## config.mk

```make
export PLATFORM = sky130hd
export DESIGN_NAME = bfis_query_ctrl
export DESIGN_NICKNAME = d
export VERILOG_FILES = /design/src/rtl/bfis_query_ctrl_pkg.sv /design/src/rtl/bfis_query_ctrl_toggle_edge.sv /design/src/rtl/bfis_query_ctrl.sv
export SDC_FILE = /design/constraint.sdc
export NUM_CORES = 1
export LEC_CHECK = 0
export BUFFER_PORTS_ARGS = -buffer_cell sky130_fd_sc_hd__buf_2
export CORE_AREA = 2 2 176 178
export CTS_CLUSTER_SIZE = 14
export DETAILED_ROUTE_END_ITERATION = 12
export DIE_AREA = 0 0 178 180
export PLACE_DENSITY = 0.78
export SLEW_MARGIN = 20
export SYNTH_ARGS = -nofsm -noshare
export SYNTH_HDL_FRONTEND = slang
export SYNTH_HIERARCHICAL = 1
export SYNTH_SLANG_ARGS = --single-unit
```

## constraint.sdc

```tcl
create_clock -name clk_in -period 5 [get_ports clk_in]
set_input_delay 0.75 -clock clk_in [delete_from_list [all_inputs] [get_ports clk_in]]
set_output_delay 0.75 -clock clk_in [all_outputs]
set_load 0.005 [all_outputs]
```

## src/rtl/bfis_query_ctrl_pkg.sv

```systemverilog
// Shared types and constants for the bfis host query sequencer.
package bfis_ctrl_pkg;

    typedef enum logic [2:0] {
        S_IDLE  = 3'd0,
        S_LOAD  = 3'd1,
        S_ISSUE = 3'd2,
        S_WAIT  = 3'd3,
        S_DRAIN = 3'd4
    } state_t;

    localparam logic [31:0] SYNC_WORD = 32'hFFFF_FFFF;

    // k is limited by the result buffer depth; a zero k is rejected by the caller.
    function automatic logic [15:0] clamp_k(input logic [15:0] k_raw, input int unsigned k_max);
        if (32'(k_raw) > k_max) begin
            return 16'(k_max);
        end
        return k_raw;
    endfunction

endpackage

```

## src/rtl/bfis_query_ctrl_toggle_edge.sv

```systemverilog
// Toggle-to-pulse converter: edge_o is high in any cycle where tog_i differs from its registered copy.
module toggle_edge (
    input  logic clk_i,
    input  logic rst_i,
    input  logic tog_i,
    output logic edge_o
);

    logic tog_q;

    // The copy follows the input during reset too, so no edge is seen when reset releases.
    always_ff @(posedge clk_i) begin
        tog_q <= tog_i;
    end

    assign edge_o = (tog_i ^ tog_q) & ~rst_i;

endmodule

```

## src/rtl/bfis_query_ctrl.sv

```systemverilog
// Host-side query sequencer for bfis: loads a framed query, issues it, buffers k results, drains them on acks.
// Optional WAIT watchdog enabled by defining BFIS_CTRL_TIMEOUT_EN.
module bfis_query_ctrl
    import bfis_ctrl_pkg::*;
#(
    parameter int DIM            = 4,
    parameter int K_MAX          = 4,
    parameter int TIMEOUT_CYCLES = 10_000_000
) (
    input  logic                  clk_in,
    input  logic                  rst_in,
    input  logic [31:0]           host_word_in,
    input  logic                  host_strobe_in,
    input  logic                  host_ack_in,
    output logic [DIM-1:0][31:0]  query_out,
    output logic [15:0]           k_out,
    output logic                  query_valid_out,
    input  logic [31:0]           result_in,
    input  logic                  result_valid_in,
    output logic [31:0]           result_out,
    output logic                  result_ready_out,
    output logic [2:0]            state_out,
    output logic                  err_out
);

    localparam int CW = $clog2(DIM + 2);
    localparam int KW = $clog2(K_MAX + 1);

    if (DIM < 1 || K_MAX < 1 || TIMEOUT_CYCLES < 1) begin : g_bad_params
        $error("bfis_query_ctrl: DIM, K_MAX and TIMEOUT_CYCLES must all be at least 1");
    end

    logic strobe_edge, ack_edge;
    logic sync_acc, word_acc;

    toggle_edge u_strobe_edge (
        .clk_i  (clk_in),
        .rst_i  (rst_in),
        .tog_i  (host_strobe_in),
        .edge_o (strobe_edge)
    );

    toggle_edge u_ack_edge (
        .clk_i  (clk_in),
        .rst_i  (rst_in),
        .tog_i  (host_ack_in),
        .edge_o (ack_edge)
    );

    assign sync_acc = strobe_edge && (host_word_in == SYNC_WORD);
    assign word_acc = strobe_edge && (host_word_in != SYNC_WORD);

    state_t               state_q;
    logic [CW-1:0]        cnt_q;
    logic [KW-1:0]        wcnt_q, rptr_q, k_q;
    logic [KW-1:0]        wcnt_d, rptr_d;
    logic [DIM-1:0][31:0] slot_q;
    logic [DIM-1:0][31:0] query_q;
    logic [15:0]          k_out_q;
    logic                 qv_q;
    logic [31:0]          res_q;
    logic                 rdy_q;
    logic                 err_q;
    logic [31:0]          res_buf_q [K_MAX];
    logic [31:0]          rd_next;
    logic [15:0]          k_clamped;

`ifdef BFIS_CTRL_TIMEOUT_EN
    localparam int TW = $clog2(TIMEOUT_CYCLES + 1);
    logic [TW-1:0] tcnt_q;
`endif

    assign wcnt_d    = wcnt_q + KW'(1);
    assign rptr_d    = rptr_q + KW'(1);
    assign k_clamped = clamp_k(host_word_in[15:0], K_MAX);

    always_comb begin
        rd_next = res_buf_q[0];
        for (int i = 0; i < K_MAX; i++) begin
            if (rptr_d == KW'(i)) begin
                rd_next = res_buf_q[i];
            end
        end
    end

    always_ff @(posedge clk_in) begin
        if (rst_in) begin
            state_q <= S_IDLE;
            cnt_q   <= '0;
            wcnt_q  <= '0;
            rptr_q  <= '0;
            k_q     <= '0;
            query_q <= '0;
            k_out_q <= '0;
            qv_q    <= 1'b0;
            res_q   <= '0;
            rdy_q   <= 1'b0;
            err_q   <= 1'b0;
`ifdef BFIS_CTRL_TIMEOUT_EN
            tcnt_q  <= '0;
`endif
        end else begin
            qv_q <= 1'b0;
            case (state_q)
                S_IDLE: begin
                    if (sync_acc) begin
                        err_q   <= 1'b0;
                        cnt_q   <= '0;
                        state_q <= S_LOAD;
                    end
                end
                S_LOAD: begin
                    if (sync_acc) begin
                        err_q <= 1'b0;
                        cnt_q <= '0;
                    end else if (word_acc) begin
                        if (cnt_q == CW'(DIM)) begin
                            // The k word: outputs are registered here so the pulse lands in ISSUE.
                            state_q <= S_ISSUE;
                            if (host_word_in[15:0] == 16'd0) begin
                                err_q <= 1'b1;
                            end else begin
                                query_q <= slot_q;
                                k_out_q <= k_clamped;
                                k_q     <= KW'(k_clamped);
                                qv_q    <= 1'b1;
                            end
                        end else begin
                            for (int i = 0; i < DIM; i++) begin
                                if (cnt_q == CW'(i)) begin
                                    slot_q[i] <= host_word_in;
                                end
                            end
                            cnt_q <= cnt_q + CW'(1);
                        end
                    end
                end
                S_ISSUE: begin
                    wcnt_q  <= '0;
`ifdef BFIS_CTRL_TIMEOUT_EN
                    tcnt_q  <= '0;
`endif
                    state_q <= qv_q ? S_WAIT : S_IDLE;
                end
                S_WAIT: begin
                    if (sync_acc) begin
                        err_q <= 1'b1;
                    end
`ifdef BFIS_CTRL_TIMEOUT_EN
                    tcnt_q <= tcnt_q + TW'(1);
                    if (tcnt_q == TW'(TIMEOUT_CYCLES - 1)) begin
                        err_q <= 1'b1;
                        if (wcnt_q == '0) begin
                            state_q <= S_IDLE;
                        end else begin
                            k_q     <= wcnt_q;
                            rptr_q  <= '0;
                            res_q   <= res_buf_q[0];
                            rdy_q   <= 1'b1;
                            state_q <= S_DRAIN;
                        end
                    end else
`endif
                    if (result_valid_in) begin
                        for (int i = 0; i < K_MAX; i++) begin
                            if (wcnt_q == KW'(i)) begin
                                res_buf_q[i] <= result_in;
                            end
                        end
                        wcnt_q <= wcnt_d;
                        if (wcnt_d == k_q) begin
                            // Entry 0 may be the beat arriving right now.
                            res_q   <= (wcnt_q == '0) ? result_in : res_buf_q[0];
                            rptr_q  <= '0;
                            rdy_q   <= 1'b1;
                            state_q <= S_DRAIN;
                        end
                    end
                end
                S_DRAIN: begin
                    if (sync_acc) begin
                        err_q   <= 1'b0;
                        cnt_q   <= '0;
                        rptr_q  <= '0;
                        wcnt_q  <= '0;
                        rdy_q   <= 1'b0;
                        state_q <= S_LOAD;
                    end else if (ack_edge) begin
                        if (rptr_d == k_q) begin
                            rdy_q   <= 1'b0;
                            state_q <= S_IDLE;
                        end else begin
                            rptr_q <= rptr_d;
                            res_q  <= rd_next;
                        end
                    end
                end
                default: state_q <= S_IDLE;
            endcase
        end
    end

    assign query_out        = query_q;
    assign k_out            = k_out_q;
    assign query_valid_out  = qv_q;
    assign result_out       = res_q;
    assign result_ready_out = rdy_q;
    assign state_out        = state_q;
    assign err_out          = err_q;

endmodule

```

==> summary.md <==
| Metric | Value |
|---|---|
| Status | finished, final reports clean |
| Min-Delay Path Class | input pin to register |
| Hold-fix buffers, CTS | 0 |
| HPWL Detailed | 23300 um |
| # H-tree levels | 2 |
| Commonest non-fill, non-tap cell in the layout | nand2_1 |
| Post-synth EDFFs | 256 |
| DP Area | 0.0182 mm^2 |
| TritonCTS Buffers | 45 |
| Slew Limit Headroom | 35.2% |
| Worst Hold Path EP | u_strobe_edge/tog_q |
| Worst hold start | host_strobe_in |
| FMAX | 0.343 GHz |
| Nets | 1693 |
| Footprint of the multi-input gates | 0.00469 mm^2 |
| Routed wire length | 39100 um |
| Maximum clock path buffer count | 3 |
| Core ar. | 0.0302 mm^2 |
| Crit-path cells | buf_2 > nand4_1 > nor4_4 > nand2_2 > nand4_1 > buf_4 > nand2_1 > a21oi_1 |
| 1st-pass router iterations | 6 |
| Clock skew | 0.0214 ns |
| 1st-iter DRT viols | 1311 |
| # fillers | 2259 |
| Yosys top cell area share | 46.2% |
| Crit path DAT | 3.38 ns |
| WL/cell | 19.1 um |
| Initial Util | 55.2% |
| RSZ-0062 raised after global routing | no |
| DRT met1 WL | 16100 um |
| Die W | 178 um |
| Top sig layer | met5 |
| Worst-Margin Slew | 0.971 ns |
| Gr usage total | 23.7% |
| Routability cong. | 0.833 |
| CTS resizes | 0 |
| Max-Cap Viols | 0 |
| Worst r2r dst | query_out[8] |
| Io pins | 251 |
| Setup Fix Bufs, Post-CTS | 0 |
| Final Max Slew Viols | 0 |
| Pleak | 7.18 nW |
| Total Power | 7.34 mW |
| CTS tree | yes |
| Hold_ws | 0.345 ns |
| Synth-to-layout area growth | 18.3% |
| Synth area leader | edfxtp_1 |
| Met3 WL | 2960 um |
| Vias/cell | 5.66 |
| WHS Path Cells | 1 |
| Critical path required time | 5.46 ns |
| Slowest cell on the critical path | nand4_1 |
| Rows | 64 |
| Register area | 0.0116 mm^2 |
| Design area | 0.0197 mm^2 |
| Sequential area share after synthesis | 69.4% |
| Clock Pin Slew Worst Setup and Hold Paths | 0.06 ns |
| Register bit total from synthesis | 449 |
| Placed cells | 1958 |
| CP Capture Type | register |
| Tcrit/Tclk final | 58.4% |
| Final TNS setup | 0 ns |
| Clock Latency Late Sink | 0.55 ns |
| Reg-to-reg slack, setup | 2.23 ns |
| Port Buf Inserts | 250 |
| Ys async rst share | 0% |
| First-pass GRT wire length | 59500 um |
| Chip height | 180 um |
| Type of origin of the critical path | input pin |
| Global route overflow | 0 |
| CTS Sinks | 449 |
| Worst IR drop on VDD | 0.000242 V |
| RR Startpoint | state_out[0] |
| Max stage delay on crit path | 0.72 ns |
| Final Hold Vio Count | 0 |
| Number of antenna violations at the first check in global routing | 3 |
| Synth Net Count | 1472 |
| Final std cells w/o fill | 2045 |
| Power per Cell Area | 373 mW/mm^2 |
| Commonest non-fill, non-tap cells in the layout | nand2_1 (332), edfxtp_1 (256), buf_2 (249) |
| Reg2reg path depth | 6 |
| Vias | 11600 |
| Synth Flop Type | edfxtp_1 |
| Post-Synthesis Cells | 1389 |
| Antenna viol nets, final | 0 |
| Number of library cell types mapped by synthesis | 48 |
| CP most frequent cell | nand4_1 |
| Die Area | 0.0320 mm^2 |
| Mapped Area | 0.0167 mm^2 |
| Final setup viols | 0 |
| Pin count of the biggest net entering global routing | 80 |
| Clock Tree Root | clkbuf_16 |
| Worst-path fanout max | 30 |
| Wire length on met2 | 18600 um |
| Fraction of layout cells with a size suffix above 1 | 22.1% |
| Vias in the first global route | 10900 |
| Synth top area cells | edfxtp_1 (46%), dfxtp_1 (23%), nand2_1 (7.6%) |
| DRC | 0 |
| Final min period | 2.92 ns |
| WS Path Type | input pin to register |
| Ys Warns | 6 |
| Syn_area_per_cell | 12.0 um^2 |
==> registers in the layout, indices dropped and copies added (netlist names), 2 cells and up <==
| register | count |
|---|---|
| k_q | 2 |
| result_out | 32 |
| query_out | 128 |
| res_buf_q | 128 |
| cnt_q | 3 |
| state_out | 3 |
| wcnt_q | 3 |
| rptr_q | 3 |
| slot_q | 128 |
| k_out | 14 |
==> where the power goes <==
group / total (mW) / switching [mW] / internal (mW)
Clock: 3.32 / 1.37 / 1.95
Sequential: 3.90 / 0.000370 / 3.90
Combinational: 0.124 / 0.0859 / 0.0383
==> cell usage after synthesis (all sizes together), types with 12 or more instances <==
library cell and n:
o21ai 36, nor3b 15, edfxtp 256, and3 33
nand4 12, ha 14, a211oi 34, buf 34
o41ai 32, clkbuf 60, nand2 337, a21oi 173
nor2 23, mux2i 33, nand3b 34, dfxtp 193
==> logic make-up after synthesis <==
group                      synth area share, %
and+or+nand+nor                           13.7
DFF                                       69.4
AOI/OAI and AO/OA                         10.6
buffers and inverters                     2.77
muxes                                     2.05
adders and majority gates                 1.05
xor gates and xnor gates                 0.519
==> through the flow <==
stage	setup WS, ns	utilization (%)
2_1_floorplan	0.955	-
3_3_place_gp	1.68	60.2
3_5_place_dp	1.61	60.3
4_1_cts	2.12	65.1
5_1_grt	1.82	65.3
6_report	2.08	65.3
==> layout make-up <==
cell class | instances | share of cell area [%]
repair buffers | 268 | 7.40
well taps | 396 | 2.51
clock inverters | 18 | 1.10
inverters | 10 | 0.191
multi-input cells | 836 | 23.8
clock buffers | 66 | 6.32
flip-flops and latches | 449 | 58.6
diodes | 2 | 0.0254
==> critical path: cells and delay by family <==
kind,cells,cell delay (ns)
AOI/OAI and AO/OA,1,0.19
buffers and inverters,2,0.62
and+or+nand+nor,5,1.80
==> metal layers <==
metal,global-route usage [%],vias to the layer above
met2,38.1,519
li1,-,5427
met5,0,-
met3,4.15,95
met4,9.51,2
met1,31.9,5527
==> worst max-delay path by stage <==
| stage | startpoint | to | slack [ns] |
|---|---|---|---|
| final | host_word_in[31] | query_out[8] | 2.08 |
| after global routing | rst_in | query_out[103] | 1.82 |
| after CTS | host_word_in[31] | query_out[8] | 2.12 |
| after detailed placement | rst_in | slot_q[110] | 1.61 |
| after global placement | rst_in | slot_q[107] | 1.68 |
| after floorplan | rst_in | res_buf_q[1][0] | 0.95 |
(Power assumes the default switching activity.)
